## src/rtl/jump_ctrl.sv

```systemverilog
// Branch/jump resolution ahead of the PC: decodes jump fields against the
// registered ZERO/LESS flags and sequences two-word extended jumps.
module jump_ctrl #(
    parameter int PC_W   = 10,
    parameter int DIST_W = 6,
    parameter int EXT_W  = 9
) (
    input  logic              clk,
    input  logic              reset,
    input  logic              stall,
    input  logic              flag_we,
    input  logic              alu_zero,
    input  logic              alu_less,
    input  logic [2:0]        jmp_type,
    input  logic [DIST_W-1:0] jmp_dist,
    input  logic [1:0]        magic,
    input  logic [1:0]        ext_cond,
    input  logic [EXT_W-1:0]  ext_imm,
    output logic [PC_W-1:0]   pc_inc,
    output logic              taken,
    output logic              busy,
    output logic              zero_flag,
    output logic              less_flag
);

    typedef enum logic {IDLE, E_TAKE} state_t;

    state_t     state;
    logic [1:0] cond_q;

    function automatic logic signed [PC_W-1:0] sext_dist(input logic [DIST_W-1:0] d);
        return {{(PC_W-DIST_W){d[DIST_W-1]}}, d};
    endfunction

    function automatic logic signed [PC_W-1:0] sext_imm(input logic [EXT_W-1:0] d);
        return {{(PC_W-EXT_W){d[EXT_W-1]}}, d};
    endfunction

    function automatic logic cond_met(input logic [1:0] c, input logic z, input logic l);
        case (c)
            2'b00:   return 1'b1;
            2'b01:   return z;
            2'b10:   return l;
            default: return 1'b0;
        endcase
    endfunction

    assign busy = (state == E_TAKE);

    always_comb begin
        pc_inc = PC_W'(1);
        taken  = 1'b0;
        if (reset || stall) begin
            pc_inc = '0;
        end else if (state == E_TAKE) begin
            // The current word is the offset word; jmp_type is meaningless here.
            if (cond_met(cond_q, zero_flag, less_flag)) begin
                pc_inc = sext_imm(ext_imm);
                taken  = 1'b1;
            end
        end else begin
            case (jmp_type)
                3'd1: begin
                    pc_inc = sext_dist(jmp_dist);
                    taken  = 1'b1;
                end
                3'd2: if (zero_flag) begin
                    pc_inc = sext_dist(jmp_dist);
                    taken  = 1'b1;
                end
                3'd3: if (less_flag) begin
                    pc_inc = sext_dist(jmp_dist);
                    taken  = 1'b1;
                end
                3'd4: begin
                    pc_inc = {{(PC_W-3){1'b0}}, magic, 1'b1};
                    taken  = 1'b1;
                end
                default: ;
            endcase
        end
    end

    always_ff @(posedge clk or posedge reset) begin
        if (reset) begin
            state     <= IDLE;
            cond_q    <= 2'b00;
            zero_flag <= 1'b0;
            less_flag <= 1'b0;
        end else if (!stall) begin
            if (flag_we) begin
                zero_flag <= alu_zero;
                less_flag <= alu_less;
            end
            case (state)
                IDLE: if (jmp_type == 3'd5) begin
                    state  <= E_TAKE;
                    cond_q <= ext_cond;
                end
                default: state <= IDLE;
            endcase
        end
    end

endmodule
```

## config.mk

```make
export PLATFORM = sky130hd
export DESIGN_NAME = jump_ctrl
export DESIGN_NICKNAME = d
export VERILOG_FILES = /design/src/rtl/jump_ctrl.sv
export SDC_FILE = /design/constraint.sdc
export NUM_CORES = 1
export LEC_CHECK = 0
export CAP_MARGIN = 30
export CORE_MARGIN = 2
export CORE_UTILIZATION = 35
export DETAILED_ROUTE_END_ITERATION = 8
export PLACE_DENSITY_LB_ADDON = 0.3
export SKIP_LAST_GASP = 1
export SLEW_MARGIN = 10
export SYNTH_ARGS = -nofsm -noshare
export SYNTH_HDL_FRONTEND = slang
export SYNTH_SLANG_ARGS = --single-unit
```

## constraint.sdc

```tcl
create_clock -name clk -period 4.28 [get_ports clk]
set_clock_uncertainty 0.1 [all_clocks]
set_input_delay 0.856 -clock clk [delete_from_list [all_inputs] [get_ports clk]]
set_output_delay 0.856 -clock clk [all_outputs]
set_load 0.01 [all_outputs]
```

==> results.json <==
{
  "p_leak_nw": 0.348,
  "grt_overflow": 0,
  "yosys_register_bits": 5,
  "row_count": 14,
  "num_vias": 591,
  "drv_cap": 0,
  "hold_start": "cond_q[0]$_DFFE_PP0P_",
  "cts_tree": "yes",
  "grt_use_total_pct": 17.3,
  "cp-endpoint": "pc_inc[8]",
  "end_kind": "primary output",
  "synth_cell_type_count": 32,
  "place.gp.congestion": 0.691,
  "yosysWarnings": 0,
  "period_needed_ns": 3.67,
  "clkTransAtPathRegs_ns": 0.04,
  "antenna_cells": 0,
  "setup_viol": 0,
  "powerDensity_nw_per_um2": 214,
  "fmax_ghz": 0.273,
  "hpwl_um": 1270,
  "numCtsBuffers": 3,
  "grt_max_degree": 22,
  "synth_area_leader_cell": "dfrtp_1",
  "nets": 129,
  "ys_async_sr_fraction_pct": 100,
  "dp.cells": 112,
  "final_common_cell": "clkdlybuf4s50_1",
  "path_max_fanout": 6,
  "rsz0062_at_grt": "false",
  "hp-class": "reg2reg",
  "slew_viol_final": 0,
  "synthCells": 59,
  "syn_area_um2": 554,
  "layout_common_cells": "clkdlybuf4s50_1 (41), a21oi_1 (8), nand3_1 (7)",
  "cts_resized": 0,
  "synthTopCellsByArea": "dfrtp_1 (23%), a21oi_1 (7.2%), nand3_1 (6.3%), a221oi_2 (5.4%), nor4b_4 (4.3%)",
  "htreeDepth": 1,
  "ys.flop_type": "dfrtp_1",
  "cp_common_cell": "clkdlybuf4s50_1",
  "status": "finished, final reports clean",
  "arrival_ns": 2.71,
  "area_growth_pct": 76.7,
  "ctsHoldBuffers": 0,
  "peakVddDrop_v": 0.000194,
  "critPathSlowestCell": "clkdlybuf4s50_1",
  "reg2reg_to": "cond_q[0]$_DFFE_PP0P_",
  "portBuffers": 41,
  "first_iter_violations": 7,
  "avgSynthCellArea_um2": 9.39,
  "die-area_um2": 1920,
  "finalHoldViolCount": 0,
  "synth_top_cell_area_share_pct": 22.6,
  "clk_latency_ns": 0.24,
  "postCtsSetupRepairBufs": 0,
  "tightest_slew_ns": 0.698,
  "worstSetupStartpoint": "jmp_type[2]",
  "ios": 42,
  "via_per_inst": 5.09,
  "r2r_cells": 2,
  "firstDrtPassIters": 4,
  "die_h_um": 43.8,
  "wl_per_cell_um": 12.9,
  "clock_path_buffers": 2,
  "start_util_pct": 37.2,
  "slowest_delay_ns": 0.57,
  "r2r_slack_ns": 2.63,
  "r2r-start": "busy$_DFFE_PP0N_",
  "clock_tree.root_cell": "clkbuf_4",
  "syn-num-nets": 87,
  "routed_wl_um": 1500,
  "critical_path_class": "in2out",
  "core-area_um2": 1490,
  "finalSetupTns_ns": 0,
  "crit_chain": "clkdlybuf4s50_1 > nand2b_1 > o21ai_4 > nand3b_2 > a21oi_1 > clkdlybuf4s50_1",
  "remaining_drc_errors": 0,
  "synth.yosys.seq_area_share_pct": 22.6,
  "critPathRequiredTime_ns": 3.32,
  "cts_sinks": 5,
  "final_cells": 116,
  "ant_nets": 0,
  "synth_edf_count": 0,
  "period_share_pct": 85.7,
  "cp-start-kind": "input pin",
  "antenna_found_initial": 0,
  "relSlewSlack_pct": 53.5,
  "fp.dieW_um": 43.8,
  "first_global_vias": 580,
  "layout-drive-gt1-share_pct": 19.0,
  "grt_pass1_wl_um": 2480
}
## synthesized netlist by cell type (2+ instances only)
library cell,number
mux2_2,2
a221oi_2,2
nand2b_1,2
dfrtp_1,5
nand3b_1,2
nand3_1,7
nor3_2,2
mux2_1,2
a21oi_1,8
nor2b_1,3
nor2_1,2
buf_4,2
## critical path, delay by kind of cell
family                 cells  cell delay, ns
AOI/OAI and AO/OA          2            0.43
buffers and inverters      2            1.06
and+or+nand+nor            2            0.36
## how the worst min path moves through the flow
stage / slack, ns / to / cells past startpoint
4_1_cts: 0.41 / cond_q[0]$_DFFE_PP0P_ / 1
6_report: 0.39 / cond_q[0]$_DFFE_PP0P_ / 1
3_3_place_gp: 0.38 / cond_q[0]$_DFFE_PP0P_ / 1
5_1_grt: 0.42 / cond_q[0]$_DFFE_PP0P_ / 1
2_1_floorplan: 0.36 / cond_q[0]$_DFFE_PP0P_ / 1
3_5_place_dp: 0.40 / cond_q[0]$_DFFE_PP0P_ / 1
## report_power, final
part | leakage [nW] | internal [mW] | switching (mW) | total, mW
combinational | 0.272 | 0.0543 | 0.0364 | 0.0907
sequential | 0.0611 | 0.0553 | 0.0100 | 0.0654
clock | 0.0150 | 0.0352 | 0.0180 | 0.0531
## registers in the layout, summed over array words and instances (netlist names)
signal / flops
busy: 1
cond_q: 2
less_flag: 1
zero_flag: 1
## cell type report
| cell class | count | area [um^2] |
|---|---|---|
| multi-input cells | 49 | 394 |
| inverters | 1 | 3.75 |
| flip-flops and latches | 5 | 125 |
| fillers | 130 | 509 |
| clock buffers | 4 | 26.3 |
| well taps | 16 | 20.0 |
| repair buffers | 41 | 410 |
## per-layer routing
metal,routed length (um),up-vias,track usage (%),share of wire [%]
li1,-,304,-,-
met1,591,267,19.8,39
met2,818,20,30.9,54
met3,91,0,2.92,6.1
met4,0,0,7.88,0
met5,0,-,0,0
## kinds of logic after synthesis
logic type	share of synthesized area, %
and+or+nand+nor	37.5
muxes	8.13
AOI/OAI and AO/OA	25.5
buffers and inverters	6.32
DFF	22.6
## metrics by stage
step / worst slack, ns / total power [mW] / utilization [%] / area [um^2] / hold WS [ns]
6_report: 0.611 / 0.209 / 65.8 / 980 / 0.394
5_1_grt: 0.491 / 0.227 / 65.8 / 980 / 0.420
4_1_cts: 0.598 / 0.214 / 65.8 / 980 / 0.406
3_5_place_dp: 0.603 / 0.158 / 64.0 / 953 / 0.397
3_3_place_gp: 0.611 / 0.156 / 64.0 / 953 / 0.382
2_1_floorplan: 1.52 / 0.110 / - / 554 / 0.364
Power figures use the tool's default switching activity.
